`src/rtl/puf_pkg.sv`:
```
// Shared types and constants for the PUF challenge sequencer:
// FSM state encoding, LFSR tap mask and default seed.
package puf_pkg;

    localparam int CHAL_W = 8;

    localparam logic [CHAL_W-1:0] LFSR_SEED_DEFAULT = 8'h01;
    // Feedback taps on challenge bits 7, 3, 2 and 1.
    localparam logic [CHAL_W-1:0] LFSR_TAPS = 8'b1000_1110;

    typedef enum logic [1:0] {
        ST_IDLE   = 2'd0,
        ST_SETTLE = 2'd1,
        ST_SAMPLE = 2'd2,
        ST_DONE   = 2'd3
    } state_t;

endpackage

```
`src/rtl/puf_lfsr_step.sv`:
```
// Combinational one-step advance of the 8-bit challenge LFSR
// (shift left, feedback = parity of the tapped bits).
module puf_lfsr_step
    import puf_pkg::*;
(
    input  logic [CHAL_W-1:0] cur,
    output logic [CHAL_W-1:0] stepped
);

    logic feedback;

    assign feedback = ^(cur & LFSR_TAPS);
    assign stepped  = {cur[CHAL_W-2:0], feedback};

endmodule

```
`src/rtl/puf_challenge_sequencer.sv`:
```
// Drives the PUF with an LFSR challenge stream and packs one response bit per
// challenge into a word. Optional 2-of-3 vote on the sample: PUF_MAJORITY_VOTE_EN.
module puf_challenge_sequencer
    import puf_pkg::*;
#(
    parameter int CHAL_W        = 8,
    parameter int RESP_BITS     = 16,
    parameter int SETTLE_CYCLES = 4
) (
    input  logic                 clk,
    input  logic                 reset_n,
    input  logic                 start,
    input  logic [CHAL_W-1:0]    seed,
    output logic                 busy,
    output logic [CHAL_W-1:0]    challenge,
    output logic                 challenge_valid,
    input  logic                 puf_response,
    output logic [RESP_BITS-1:0] resp_data,
    output logic                 resp_valid,
    input  logic                 resp_ready,
    output logic [1:0]           dbg_state
);

    localparam int CNT_W = $clog2(RESP_BITS + 1);
    localparam int SET_W = $clog2(SETTLE_CYCLES);
    localparam logic [SET_W-1:0] SETTLE_LOAD = SET_W'(SETTLE_CYCLES - 1);
    localparam logic [CNT_W-1:0] LAST_BIT    = CNT_W'(RESP_BITS - 1);

    state_t                 state;
    state_t                 next_state;
    logic [SET_W-1:0]       settle_cnt;
    logic [CNT_W-1:0]       bit_cnt;
    logic [RESP_BITS-1:0]   resp_shift;
    logic [CHAL_W-1:0]      challenge_stepped;
    logic [CHAL_W-1:0]      seed_safe;
    logic                   sample_bit;

    puf_lfsr_step u_lfsr_step (
        .cur     (challenge),
        .stepped (challenge_stepped)
    );

    // An all-zero LFSR never leaves zero, so substitute the default seed.
    assign seed_safe = (seed == '0) ? CHAL_W'(LFSR_SEED_DEFAULT) : seed;

`ifdef PUF_MAJORITY_VOTE_EN
    logic vote_early;
    logic vote_late;

    assign sample_bit = (vote_early & vote_late) | (vote_early & puf_response)
                      | (vote_late & puf_response);
`else
    assign sample_bit = puf_response;
`endif

    always_ff @(posedge clk or negedge reset_n) begin
        if (!reset_n) begin
            state <= ST_IDLE;
        end else begin
            state <= next_state;
        end
    end

    always_comb begin
        next_state = state;
        case (state)
            ST_IDLE:   if (start) next_state = ST_SETTLE;
            ST_SETTLE: if (settle_cnt == '0) next_state = ST_SAMPLE;
            ST_SAMPLE: next_state = (bit_cnt == LAST_BIT) ? ST_DONE : ST_SETTLE;
            ST_DONE:   if (resp_ready) next_state = ST_IDLE;
            default:   next_state = ST_IDLE;
        endcase
    end

    always_ff @(posedge clk or negedge reset_n) begin
        if (!reset_n) begin
            challenge  <= '0;
            resp_shift <= '0;
            bit_cnt    <= '0;
            settle_cnt <= '0;
`ifdef PUF_MAJORITY_VOTE_EN
            vote_early <= 1'b0;
            vote_late  <= 1'b0;
`endif
        end else begin
            case (state)
                ST_IDLE: begin
                    if (start) begin
                        challenge  <= seed_safe;
                        resp_shift <= '0;
                        bit_cnt    <= '0;
                        settle_cnt <= SETTLE_LOAD;
                    end
                end
                ST_SETTLE: begin
                    if (settle_cnt != '0) settle_cnt <= settle_cnt - 1'b1;
`ifdef PUF_MAJORITY_VOTE_EN
                    if (settle_cnt == SET_W'(1)) vote_early <= puf_response;
                    if (settle_cnt == '0)        vote_late  <= puf_response;
`endif
                end
                ST_SAMPLE: begin
                    resp_shift <= {resp_shift[RESP_BITS-2:0], sample_bit};
                    challenge  <= challenge_stepped;
                    bit_cnt    <= bit_cnt + 1'b1;
                    settle_cnt <= SETTLE_LOAD;
                end
                default: ;
            endcase
        end
    end

    // Valid/ready: resp_valid holds with resp_data stable until the cycle
    // resp_ready is seen high; the word is consumed on that edge.
    assign busy            = (state != ST_IDLE);
    assign challenge_valid = (state == ST_SETTLE) || (state == ST_SAMPLE);
    assign resp_valid      = (state == ST_DONE);
    assign resp_data       = resp_shift;
    assign dbg_state       = state;

endmodule

```
`config.mk`:
```
export PLATFORM = sky130hd
export DESIGN_NAME = puf_challenge_sequencer
export DESIGN_NICKNAME = d
export VERILOG_FILES = /design/src/rtl/puf_pkg.sv /design/src/rtl/puf_lfsr_step.sv /design/src/rtl/puf_challenge_sequencer.sv
export SDC_FILE = /design/constraint.sdc
export NUM_CORES = 1
export LEC_CHECK = 0
export CORE_ASPECT_RATIO = 1.75
export CORE_UTILIZATION = 43
export CTS_CLUSTER_SIZE = 40
export DETAILED_ROUTE_END_ITERATION = 6
export GPL_ROUTABILITY_DRIVEN = 0
export HOLD_SLACK_MARGIN = 0.08
export PLACE_DENSITY_LB_ADDON = 0.25
export SKIP_LAST_GASP = 1
export SLEW_MARGIN = 30
export SYNTH_ARGS = -nofsm -noshare
export SYNTH_HDL_FRONTEND = slang
export SYNTH_SLANG_ARGS = --single-unit
```
`constraint.sdc`:
```
create_clock -name clk -period 1.5 [get_ports clk]
set_input_delay 0.225 -clock clk [delete_from_list [all_inputs] [get_ports clk]]
set_output_delay 0.225 -clock clk [all_outputs]
set_load 0.02 [all_outputs]
```
# Yosys cells after proc, flatten, opt, wreduce, memory -nomap -nowiden
# Index checks and enable logic that the tools add are counted.
# W data, S select, Z words.
dict set report op_classes {
  addsub 2
  n_mul 0
  n_div 0
  n_lt_le_gt_ge 0
  eq_ne 8
  shift 0
  n_mux 15
  n_bitwise 0
  reduce_logical 12
}
# cell count
set op_table {}
lappend op_table {{$pmux W16 S2} 1}
lappend op_table {{$mux W16} 1}
lappend op_table {{$mux W8} 2}
lappend op_table {{$pmux W8 S2} 1}
lappend op_table {{$mux W2} 6}
lappend op_table {{$pmux W5 S2} 1}
lappend op_table {{$logic_not A8 Y1} 1}
lappend op_table {{$pmux W2 S4} 1}
lappend op_table {{$reduce_xor A8 Y1} 1}
lappend op_table {{$ne A2 B2 Y1 const B} 3}
lappend op_table {{$pmux W2 S3} 1}
lappend op_table {{$reduce_and A3 Y1} 2}
lappend op_table {{$reduce_bool A2 Y1} 3}
lappend op_table {{$add A5 B1 Y5 const B} 1}
lappend op_table {{$eq A5 B4 Y1 const B} 1}
lappend op_table {{$mux W5} 1}
lappend op_table {{$eq A2 B2 Y1 const B} 2}
lappend op_table {{$logic_not A2 Y1} 2}
lappend op_table {{$reduce_bool A3 Y1} 1}
lappend op_table {{$eq A2 B1 Y1 const B} 1}
lappend op_table {{$ne A2 B1 Y1 const B} 1}
lappend op_table {{$reduce_and A2 Y1} 1}
lappend op_table {{$sub A2 B1 Y2 const B} 1}
lappend op_table {{$logic_or A1 B1 Y1} 1}
dict set report word_totals {
  ff_bits 33
  latch_bits 0
  ramBits 0
  mem_bits_ro 0
  inputBits 13
  output_inout_bits 29
  wordCells 42
  n_memories 0
}

# Depth between registers and ports, before layout
dict set report depth {
  depth_word 4
  mapped_depth 8
  ltp_nobuf 5
}

# Cells and area by module
# A second synthesis with hierarchy kept.
dict set report hier_totals {
  hier_cells 146
  hier_area_um2 1677.9
}
# module n_inst cells_per_inst area_per_inst_um2 seq_area_each_um2
set by_module_without_submodules {}
lappend by_module_without_submodules {puf_challenge_sequencer 1 135 1591.5 825.8}
lappend by_module_without_submodules {puf_lfsr_step 1 11 86.3 0.0}

# Worst setup path after synthesis
# Ideal clock, no wire load.
dict set report synth_path {
  path_kind {reg-to-reg}
  startpoint {register state[0], in the netlist dbg_state[0]}
  endpoint {register bit_cnt[3]}
  setup_time_ns 0.128
  t_arrival_ns 1.513
  t_required_ns 1.372
  setup_slack_ns -0.142
  path_stages_with_launch 8
  path_buffers 2
  period_less_slack_ns 1.642
  cell_sequence {dfrtp_1 > inv_1 > ha_1 > mux2i_1 > buf_6 > buf_6 > a22oi_2 > o41ai_1}
}
dict set report synth_between {
  elab_chain_cells 3
  elab_cells_between_ends 6
  cone_classes {eq/ne: 2; mux: 1; reduce/logical: 3}
}
# element line
set synth_lines {}
lappend synth_lines {{start, declared} puf_challenge_sequencer.sv:29} ;# state_t state;
lappend synth_lines {{start signal, assigned} puf_challenge_sequencer.sv:60} ;# state <= next_state;
lappend synth_lines {{$eq A2 B2 Y1 or $logic_not A2 Y1 (tied branches)} puf_challenge_sequencer.sv:86} ;# case (state)
lappend synth_lines {{$reduce_bool A2 Y1 (no line) or $ne A2 B2 Y1 (tied branches)} n/a}
lappend synth_lines {{$reduce_and A2 Y1 (no line)} n/a}
lappend synth_lines {{end signal, assigned} puf_challenge_sequencer.sv:105} ;# bit_cnt <= bit_cnt + 1'b1;
lappend synth_lines {{end, declared} puf_challenge_sequencer.sv:32} ;# logic [CNT_W-1:0] bit_cnt;
# Several ways; a longest one is shown, not always the timed one.
# A chain may end at the register's enable or synchronous reset.

# Worst setup path in the final report
# Same ends and word-level chain as after synthesis.

==> flow_metrics.env <==
export IMPL_ys_async_sr_fraction=1.00
export IMPL_leakage_uw=0.00116
export IMPL_synth_ff_type="dfrtp_1"
export IMPL_cts_tree="done"
export IMPL_clk_latency_ns=0.28
export IMPL_r2r_slack_ns=0.01
export IMPL_synth_area_um2=1580
export IMPL_max_freq_mhz=672
export IMPL_viasPerCell=5.36
export IMPL_synth_edf_count=0
export IMPL_grt_max_degree=34
export IMPL_synth_area_leaders="dfrtp_1 52%, a22o_1 9.4%, ha_1 6.3%"
export IMPL_fin_crit_sh=0.992
export IMPL_hold_viol=0
export IMPL_synth_distinct_cells=33
export IMPL_cts_hold_buf=0
export IMPL_yosysTopAreaCellShare=0.521
export IMPL_cts_root_buffer="clkbuf_8"
export IMPL_totalWireLength_um=3830
export IMPL_cp_end_kind="flip-flop"
export IMPL_synth_warnings=0
export IMPL_routedWlPerCell_um=16.0
export IMPL_cts_buffers_inserted=5
export IMPL_critPathLaunchType="flip-flop"
export IMPL_drt_iter0_markers=15
export IMPL_n_antenna_cell=0
export IMPL_die_w_um=47.9
export IMPL_maxCapViolations=0
export IMPL_power_share_clock=0.151
export IMPL_grt_pass1_wl_um=5990
export IMPL_p_per_area_nw_per_um2=2130
export IMPL_seqPwrFrac=0.305
export IMPL_ant_nets=0
export IMPL_gr_usage_all_layers=0.225
export IMPL_yosysMostFrequentCell="dfrtp_1"
export IMPL_comb_power_share=0.544
export IMPL_core_um2=3430
export IMPL_dpl_hpwl_um=2690
export IMPL_status="completed"
export IMPL_num_io_pins=42
export IMPL_whs_ns=0.346
export IMPL_yosysSeqAreaShare=0.521
export IMPL_hold_class="input pin to async pin"
export IMPL_synth_seq_cells=33
export IMPL_cts_buffer_depth=2
export IMPL_fin_setup_tns_ns=0
export IMPL_skew_ns=0.00674
export IMPL_vdd_ir_drop_max_uv=1040
export IMPL_critPathMaxFanout=10
export IMPL_worstSetupPathType="flip-flop to flip-flop"
export IMPL_io_buffers=41
export IMPL_critPathRequiredTime_ns=1.66
export IMPL_grt_pass1_vias=1286
export IMPL_slew_violations=0
export IMPL_rsz0062_at_grt="yes"
export IMPL_swShare=0.417
export IMPL_overflow=0
export IMPL_rows=28
export IMPL_dr_total_vias=1281
export IMPL_syn_to_final_growth_pct=43.3
export IMPL_nets=214
export IMPL_die_area_um2=3940
export IMPL_antenna_found_initial=0
export IMPL_initial_core_util=0.461
export IMPL_netlist_top_cells_count="33 x dfrtp_1, 17 x a22o_1, 14 x nand2_1"
export IMPL_yosys_area_top_type="dfrtp_1"
export IMPL_switchingPower_uw=2020
export IMPL_slew_headroom=0.716
export IMPL_min_period_ns=1.49
export IMPL_p_int_uw=2810
export IMPL_syn_area_per_cell_um2=11.5
export IMPL_clkSinkCount=33
export IMPL_cts_max_level=2
export IMPL_worst_slew_pin_slew_ns=0.425
export IMPL_drt_pass1_iter_count=4
export IMPL_drc=0
export IMPL_path_clk_slew_ns=0.07
export IMPL_syn_num_nets=159
export IMPL_netlist_instances=138
export IMPL_die_y_um=82.3
export IMPL_cp_data_arrival_time_ns=1.65
export IMPL_drive_above_1_share=0.211
export IMPL_setup_viol=0
## final timing paths
check | endpoint | cells after the start | start
setup / recovery | bit_cnt[3] | 7 | dbg_state[0]
hold / removal | settle_cnt[1] | 2 | reset_n
min in group clk | challenge[6] | 2 | challenge[6]
hold reg to reg | challenge[6] | 2 | challenge[6]
max in group asynchronous | dbg_state[0] | 2 | reset_n
setup reg to reg | bit_cnt[3] | 7 | dbg_state[0]
## cells in the final DEF (no fill, tap or decap), types with 2 or more instances in the layout
master	n
dfrtp_1	31
dlygate4sd2_1	23
a22o_1	17
nand2_1	14
clkdlybuf4s50_1	12
buf_4	10
o21ai_0	9
mux2i_1	8
inv_1	7
clkbuf_8	7
ha_1	5
nor3_1	3
dlymetal6s2s_1	3
a21oi_1	2
nor2_1	2
nand3b_1	2
xor2_1	2
nand3_1	2
ha_4	2
buf_6	2
dfrtp_2	2
clkbuf_2	2
## power by group through the flow
stage / clock network (uW) / logic [uW] / registers (uW)
2_1_floorplan: 0 / 1390 / 1720
3_3_place_gp: 0 / 2460 / 1480
3_5_place_dp: 0 / 2530 / 1500
4_1_cts: 749 / 2560 / 1480
5_1_grt: 773 / 2860 / 1510
6_report: 728 / 2630 / 1470
## kinds of logic (layout without fill, tap and decap cells)
group	after synthesis	count (layout)	synth area share
adder cells (fa/ha/maj)	8	8	0.0632
AO/OA/AOI/OAI	35	35	0.168
buffers and inverters	16	72	0.0584
multiplexers	9	9	0.0569
flip-flops	33	33	0.521
AND/OR/NAND/NOR	34	34	0.115
XOR/XNOR	3	3	0.0166
## registers in the layout, summed over array words and instances (netlist names)
| register | count |
|---|---|
| bit_cnt | 5 |
| challenge | 8 |
| dbg_state | 2 |
| resp_data | 16 |
| settle_cnt | 2 |
## what timing repair did
| item | 4_1_cts | 5_1_grt |
|---|---|---|
| setup buffers | 2 | 0 |
| pin swaps | 2 | 2 |
| setup endpoints to repair | 50 | 21 |
| resized for setup | 37 | 13 |
| cloned | 1 | 0 |
## per-layer routing
metal  part of all wire  vias up  routed length [um]  track usage
li1                   -      600                   -            -
met1               0.38      642                1460        0.245
met2               0.56       32                2160        0.384
met3              0.036        7                 137       0.0500
met4              0.020        0                  76        0.119
met5                  0        -                   0            0
## stage by stage
step	power (uW)	instance area, um^2	setup WS (ns)	instances	utilization
2_1_floorplan	3120	1620	0.00413	138	-
3_3_place_gp	3930	2110	-0.0681	228	0.614
3_5_place_dp	4020	2110	-0.138	228	0.614
4_1_cts	4780	2240	-0.0775	239	0.653
5_1_grt	5150	2270	-0.0521	239	0.661
6_report	4830	2270	0.0127	239	0.661
## critical path, cell delays in order (launching register included)
cell and delay (ns):
dfrtp_2 0.45, inv_4 0.08, buf_4 0.11, ha_4 0.17
mux2i_4 0.10, buf_6 0.16, a22oi_2 0.20, o41ai_2 0.10
## final cells by class
cell class	instances	area, um^2
multi-input cells	89	741
flip-flops and latches	33	828
inverters	9	36.3
fillers	299	1160
well taps	45	56.3
repair buffers	55	507
clock buffers	7	96.3
clock inverters	1	5.00
Note: power is estimated with default switching activity, not from simulation.
